===== src/rtl/sdram_write.sv =====
// SDRAM write sub-FSM: streams a ROW_END x COL_END frame of 4-word
// bursts from a FIFO into bank 0, yielding at bursts for refresh.
module sdram_write #(
  parameter int COL_END  = 256,
  parameter int ROW_END  = 2,
  parameter int TRCD_CYC = 2,
  parameter int TWR_CYC  = 2,
  parameter int TRP_CYC  = 2
) (
  input  logic        clk,
  input  logic        rst_n,
  input  logic        wr_trig,
  input  logic        wr_en,
  input  logic        aref_req,
  output logic        wr_req,
  output logic        flag_wr_end,
  output logic [3:0]  wr_cmd,
  output logic [12:0] wr_addr,
  output logic        wr_dq_oe,
  output logic        wr_fifo_rd,
  input  logic [15:0] wr_fifo_q,
  output logic [15:0] wr_data
);

  localparam logic [2:0] S_IDLE = 3'd0;
  localparam logic [2:0] S_REQ  = 3'd1;
  localparam logic [2:0] S_ACT  = 3'd2;
  localparam logic [2:0] S_WR   = 3'd3;
  localparam logic [2:0] S_PRE  = 3'd4;

  localparam logic [3:0] CMD_NOP  = 4'b0111;
  localparam logic [3:0] CMD_ACT  = 4'b0011;
  localparam logic [3:0] CMD_WR   = 4'b0100;
  localparam logic [3:0] CMD_PALL = 4'b0010;

  localparam logic [12:0] A10 = 13'h0400;

  localparam int PRE_LEN = TWR_CYC + TRP_CYC;
  localparam int CW = $clog2(PRE_LEN + TRCD_CYC + 1);
  localparam logic [CW-1:0] ACT_LAST = CW'(TRCD_CYC - 1);
  localparam logic [CW-1:0] PRE_LAST = CW'(PRE_LEN - 1);
  localparam logic [CW-1:0] PALL_AT  = CW'(TWR_CYC);

  logic [2:0]    state, state_nx;
  logic [CW-1:0] cnt, cnt_nx;
  logic [1:0]    burst_cnt, burst_nx;
  logic [7:0]    col_cnt, col_nx;
  logic [12:0]   row_cnt, row_nx;
  logic          row_end, frame_end;
  logic [3:0]    cmd_nx;
  logic [12:0]   addr_nx;
  logic          flag_nx;

  assign row_end   = col_cnt == 8'(COL_END - 1);
  assign frame_end = row_end && (row_cnt == 13'(ROW_END - 1));

  always_comb begin
    state_nx = state;
    cnt_nx   = cnt;
    burst_nx = burst_cnt;
    col_nx   = col_cnt;
    row_nx   = row_cnt;
    unique case (1'b1)
      state == S_IDLE: begin
        if (wr_trig) state_nx = S_REQ;
      end
      state == S_REQ: begin
        if (wr_en) begin
          state_nx = S_ACT;
          cnt_nx   = '0;
        end
      end
      state == S_ACT: begin
        if (cnt == ACT_LAST) begin
          state_nx = S_WR;
          cnt_nx   = '0;
          burst_nx = 2'd0;
        end else begin
          cnt_nx = cnt + 1'b1;
        end
      end
      state == S_WR: begin
        burst_nx = burst_cnt + 2'd1;
        if (burst_cnt == 2'd3) begin
          col_nx = row_end ? 8'd0 : col_cnt + 8'd1;
          if (row_end) row_nx = frame_end ? 13'd0 : row_cnt + 13'd1;
          if (aref_req || row_end) begin
            state_nx = S_PRE;
            cnt_nx   = '0;
          end
        end
      end
      state == S_PRE: begin
        if (cnt == PRE_LAST) begin
          cnt_nx = '0;
          // flag_wr_end already records whether the bus is being released
          if (!flag_wr_end) state_nx = S_ACT;
          else if (col_cnt == 8'd0 && row_cnt == 13'd0) state_nx = S_IDLE;
          else state_nx = S_REQ;
        end else begin
          cnt_nx = cnt + 1'b1;
        end
      end
      default: state_nx = S_IDLE;
    endcase
  end

  always_comb begin
    cmd_nx  = CMD_NOP;
    addr_nx = A10;
    unique case (1'b1)
      state_nx == S_ACT && cnt_nx == '0: begin
        cmd_nx  = CMD_ACT;
        addr_nx = row_nx;
      end
      state_nx == S_WR: begin
        cmd_nx  = (burst_nx == 2'd0) ? CMD_WR : CMD_NOP;
        addr_nx = {3'b000, col_nx, burst_nx};
      end
      state_nx == S_PRE && cnt_nx == PALL_AT: begin
        cmd_nx = CMD_PALL;
      end
      default: ;
    endcase
  end

  assign flag_nx = (state_nx == S_PRE) && (cnt_nx == PRE_LAST) &&
                   ((col_nx == 8'd0 && row_nx == 13'd0) || aref_req);

  always_ff @(posedge clk or negedge rst_n) begin
    if (!rst_n) begin
      state       <= S_IDLE;
      cnt         <= '0;
      burst_cnt   <= 2'd0;
      col_cnt     <= 8'd0;
      row_cnt     <= 13'd0;
      wr_cmd      <= CMD_NOP;
      wr_addr     <= A10;
      wr_dq_oe    <= 1'b0;
      flag_wr_end <= 1'b0;
    end else begin
      state       <= state_nx;
      cnt         <= cnt_nx;
      burst_cnt   <= burst_nx;
      col_cnt     <= col_nx;
      row_cnt     <= row_nx;
      wr_cmd      <= cmd_nx;
      wr_addr     <= addr_nx;
      wr_dq_oe    <= state_nx == S_WR;
      flag_wr_end <= flag_nx;
    end
  end

  assign wr_req     = state_nx == S_REQ;
  assign wr_fifo_rd = state_nx == S_WR;
  assign wr_data    = wr_dq_oe ? wr_fifo_q : 16'h0000;

endmodule

===== config.mk =====
export PLATFORM = sky130hd
export DESIGN_NAME = sdram_write
export DESIGN_NICKNAME = d
export VERILOG_FILES = /design/src/rtl/sdram_write.sv
export SDC_FILE = /design/constraint.sdc
export NUM_CORES = 1
export LEC_CHECK = 0
export ABC_AREA = 0
export ABC_CLOCK_PERIOD_IN_PS = 3310
export BUFFER_PORTS_ARGS = -buffer_cell sky130_fd_sc_hd__buf_4
export CAP_MARGIN = 30
export CORE_MARGIN = 10
export CORE_UTILIZATION = 51
export CTS_BUF_LIST = sky130_fd_sc_hd__clkbuf_8
export DETAILED_ROUTE_END_ITERATION = 6
export HOLD_SLACK_MARGIN = 0.15
export PLACE_DENSITY_LB_ADDON = 0.12
export SLEW_MARGIN = 10
export SYNTH_ARGS = -nofsm -noshare
export SYNTH_HDL_FRONTEND = slang
export SYNTH_SLANG_ARGS = --single-unit

===== constraint.sdc =====
create_clock -name clk -period 3.31 [get_ports clk]
set_clock_uncertainty 0.1 [all_clocks]
set_input_delay 0.4965 -clock clk [delete_from_list [all_inputs] [get_ports clk]]
set_output_delay 0.4965 -clock clk [all_outputs]
set_load 0.005 [all_outputs]

# ---- After elaboration in Yosys (flattened, before gate mapping)
# Index checks and enable logic that the tools add are counted.
dict set report classes {
  add_sub_neg 4
  n_eq_ne 15
  n_mux 28
  reduce_logical 16
}
# op count
set op_table {}
lappend op_table {{2-to-1 mux 13 bit} 4}
lappend op_table {{2-to-1 mux 3 bit} 11}
lappend op_table {{zero test 13 bit} 2}
lappend op_table {{case mux 13 bit (2 select lines)} 1}
lappend op_table {{2-to-1 mux 8 bit} 3}
lappend op_table {{== test 3 x 2 -> 1 bit, second input constant} 7}
lappend op_table {{zero test 8 bit} 2}
lappend op_table {{2-to-1 mux 16 bit} 1}
lappend op_table {{case mux 3 bit (5 select lines)} 1}
lappend op_table {{adder 13 x 1 -> 13 bit, second input constant} 1}
lappend op_table {{== test 13 x 1 -> 1 bit, second input constant} 1}
lappend op_table {{case mux 3 bit (4 select lines)} 1}
lappend op_table {{== test 3 x 1 -> 1 bit, second input constant} 3}
lappend op_table {{case mux 3 bit (3 select lines)} 1}
lappend op_table {{adder 8 x 1 -> 8 bit, second input constant} 1}
lappend op_table {{== test 8 bit, second input constant} 1}
lappend op_table {{logical AND 1 bit} 7}
lappend op_table {{== test 3 bit, second input constant} 2}
lappend op_table {{zero test 3 bit} 2}
lappend op_table {{2-to-1 mux 2 bit} 3}
lappend op_table {{case mux 2 bit (2 select lines)} 1}
lappend op_table {{adder 3 x 1 -> 3 bit, second input constant} 1}
lappend op_table {{adder 2 x 1 -> 2 bit, second input constant} 1}
lappend op_table {{== test 2 bit, second input constant} 1}
lappend op_table {{other kinds (3)} 4}
dict set report totals {
  reg_bits 48
  input_bits 21
  out_inout_bits 37
  wordCells 72
}

# ---- Depth between registers and ports, before layout
dict set report depth {
  word_depth 10
  mapped_depth 10
  depth_no_buf 9
}

# ---- Worst setup path before layout
# Ideal clock, no wire load.
dict set report synth_timing {
  path_type {reg-to-output}
  from {register col_cnt[4]}
  to {output port wr_fifo_rd}
  arrival_time_ns 1.821
  required_ns 2.714
  setup_slack_ns 0.892
  path_stages_with_launch 7
  n_path_buf 0
  cell_sequence {dfrtp_1 > or4_1 > nor4_2 > a21oi_1 > a311o_1 > nand2_1 > clkinv_1}
}
dict set report synth_between {
  elab_chain_cells 7
  elab_cells_between_ends 11
  classes_between {eq/ne (2); mux (6); reduce/logical (3)}
}
# item line_no
set synth_rtl {}
lappend synth_rtl {{from (decl)} 47} ;# logic [7:0] col_cnt, col_nx;
lappend synth_rtl {{from (signal assigned)} 145} ;# col_cnt <= col_nx;
lappend synth_rtl {{zero test 8 bit} 98} ;# else if (col_cnt == 8'd0 && row_cnt == 13'd0) state_nx = S_IDLE;
lappend synth_rtl {{logical AND 1 bit} 98}
lappend synth_rtl {{2-to-1 mux 1 bit} 98}
lappend synth_rtl {{2-to-1 mux 2 bit} 97} ;# if (!flag_wr_end) state_nx = S_ACT;
lappend synth_rtl {{2-to-1 mux 3 bit} 94} ;# if (cnt == PRE_LAST) begin
lappend synth_rtl {{case mux 3 bit (5 select lines) *} 63} ;# unique case (1'b1)
lappend synth_rtl {{== test 3 x 2 -> 1 bit *} 155} ;# assign wr_fifo_rd = state_nx == S_WR;
lappend synth_rtl {{to (decl)} 20} ;# output logic wr_fifo_rd,
# Every way passes the cells marked *; elsewhere a longest branch is shown, timed or not.

# ---- Final worst setup path
# Ends and elaborated chain as after synthesis.

==> reports/metrics.cfg <==
[worst_setup_path]
critPathBufInv = 2
rr_endpoint = flag_wr_end
critPathLaunchType = flop
setup.worst_path.end_class = primary output
max_stage_delay_ns = 0.57
critPathKind = reg -> out
critical_path.cell_chain = or4_1 -> nor4_2 -> a21oi_1 -> a311o_1 -> nand2_1 -> clkinv_1 -> buf_4
critPathTopFamily = simple AND/OR/NAND/NOR gates
ff2ff_path_depth = 8
critPathMaxFanout = 6
crit_required_ns = 2.71
worst-r2r-setup-slack_ns = 0.28
reg2reg_from = burst_cnt[0]
crit_arrival_ns = 2.45
crit_slowest_cell = or4_1

[hold_path]
hp-start = aref_req
min_path_cells = 3
min_path_type = in -> reg
min_to = state[2]

[drt]
via_count = 2274
drc_errors = 0
wl_per_cell_um = 16.96
wl_um = 6885
ant_nets = 0
drt_first_pass_iters = 4
drt-initial-drc-count = 192
viasPerCell = 5.601

[timing]
rsz0062_at_grt = no
tightest_slew_ns = 0.6313
holdWs_ns = 0.4310
worst_slack_ns = 0.2656
fmax_ghz = 0.3285
slew_violations = 0
finalHoldViolations = 0
period_needed_ns = 3.044
fin_crit_sh = 0.9198
fin_tns_setup_ns = 0
setup_viol = 0
relSlewSlack = 0.5760

[place]
gp_congestion = 0.9048
detailedPlace.worstSlack_ns = 0.3491
port_buffers = 56
dpl_cell_area_mm2 = 0.003133
dp_hpwl_um = 5402
place_inst = 396

[logic_synthesis]
syn_avg_cell_area_um2 = 9.579
async_flop_share = 1.000
ys.flop_type = dfrtp_1
synth.net_count = 307
yosysWarningCount = 0
ys_types = 54
netlist_top_cells_area = dfrtp_1 (41%), ha_1 (4.7%), and2_1 (4.3%), dfstp_2 (4.0%), inv_1 (3.1%)
synth_edf_count = 0
yosysTopAreaCell = dfrtp_1
ys_seq_elements = 47
yosysSeqAreaShare = 0.4468
synth_top_area_frac = 0.4070
synth_area_mm2 = 0.002644
syn_inst = 276

[power]
p_leak_nw = 1.574
p_per_area_mw_per_mm2 = 626.9
vdd_drop_max_mv = 0.4168

[grt]
overflow = 0
grt_pass1_wl_um = 11570
track_usage = 0.1668
antenna_found_initial = 0
grt_max_degree = 48
grt_pass1_vias = 2204

[die]
io_pins = 58
coreArea_mm2 = 0.005075
die_w_um = 92
die_h_um = 92
start_util = 0.5210
rows = 26
die_area_mm2 = 0.008464

[clock_network]
cts-root-buf = clkbuf_8
insertion_delay_ns = 0.30
numCtsBuffers = 5
clkTransAtPathRegs_ns = 0.09
cts.htree.levels = 2
clkSinkCount = 47
cts_buffer_depth = 2
cts_tree = yes
post_cts_buffers = 0

[flow_run]
cap_violations = 0

[layout]
layout.nets = 366
area_delta_synth_final_pct = 23.47
instances_no_fill = 406
layout_common_cells = buf_4 (59), dfrtp_1 (43), inv_1 (22)
drive_gt1_frac = 0.2351
final_common_cell = buf_4
diodes = 0
finalInstanceArea_mm2 = 0.003264

[outcome]
status = finished clean

-- how the worst max path moves through the flow --
stage / start / endpoint / cells after the start
finish: col_cnt[4] / wr_fifo_rd / 7
global route: burst_cnt[0] / flag_wr_end / 8
CTS: col_cnt[4] / wr_fifo_rd / 7
detailed placement: burst_cnt[0] / flag_wr_end / 8
global placement: burst_cnt[0] / flag_wr_end / 8
floorplan: col_cnt[4] / wr_fifo_rd / 6
-- Yosys cell counts (2+ instances only) --
| master | number |
|---|---|
| nand4_1 | 7 |
| or3_1 | 4 |
| buf_2 | 3 |
| nor4_2 | 2 |
| and4_1 | 2 |
| o22ai_1 | 5 |
| xnor2_1 | 9 |
| o21ai_0 | 14 |
| nor2b_1 | 5 |
| o31ai_1 | 2 |
| or4_1 | 3 |
| mux2i_1 | 2 |
| inv_1 | 22 |
| nor4_1 | 7 |
| nor3_1 | 9 |
| clkbuf_1 | 5 |
| and2_1 | 18 |
| nand3_1 | 10 |
| a32o_1 | 6 |
| nor2_1 | 14 |
| a21o_1 | 3 |
| xor2_1 | 4 |
| dfstp_2 | 4 |
| nand2b_1 | 5 |
| o211ai_1 | 2 |
| and3_1 | 3 |
| ha_1 | 10 |
| dfrtp_1 | 43 |
| a21oi_1 | 13 |
| a21boi_0 | 2 |
| nand2_1 | 15 |
-- logic make-up after synthesis --
group | Yosys count | share of synthesized area
and+or+nand+nor | 113 | 0.2579
DFF | 47 | 0.4468
buffers and inverters | 32 | 0.04827
xor gates and xnor gates | 13 | 0.04307
muxes | 3 | 0.01183
adders and majority gates | 10 | 0.04733
other | 1 | 0.001418
AOI/OAI and AO/OA | 57 | 0.1434
-- flip-flops by register name, summed over array words and instances (netlist names) --
signal       count
row_cnt         13
state            3
wr_cmd           3
wr_dq_oe         1
wr_addr         13
cnt              3
col_cnt          8
flag_wr_end      1
burst_cnt        2
-- report_power, final --
| group | switching (mW) | internal, mW |
|---|---|---|
| combinational | 0.460 | 0.368 |
| clock | 0.195 | 0.229 |
| sequential | 0.115 | 0.680 |
| total | 0.770 | 1.28 |
-- through the flow --
stage	utilization	power [mW]
3_3_place_gp	0.6174	1.616
2_1_floorplan	-	1.264
6_report	0.6432	2.046
4_1_cts	0.6423	2.055
5_1_grt	0.6432	2.198
3_5_place_dp	0.6174	1.622
-- timing repair --
action / in CTS / in global routing
endpoints found under the hold margin: 43 / 0
resized for setup: 0 / 0
hold buffers: 1 / 0
-- area by class of cell --
type | count | area, µm²
clock buffers | 5 | 68.82
clock inverters | 3 | 47.55
fillers | 459 | 1810
inverters | 23 | 86.33
multi-input cells | 197 | 1335
flip-flops and latches | 47 | 1181
well taps | 70 | 87.58
repair buffers | 61 | 457.9
-- layer usage --
metal / wire (µm) / vias to the layer above / global-route usage
met5: 0 / - / 0
li1: - / 1116 / -
met1: 3133 / 1080 / 0.2199
met4: 116 / 0 / 0.05527
met3: 439 / 9 / 0.04564
met2: 3195 / 69 / 0.2582
-- worst min-delay path, delay by kind of cell --
kind | cells | cell delay (ns)
compound gates | 2 | 0.19
buf+inv | 1 | 0.11
No activity file was read; power rests on OpenSTA's default activity.
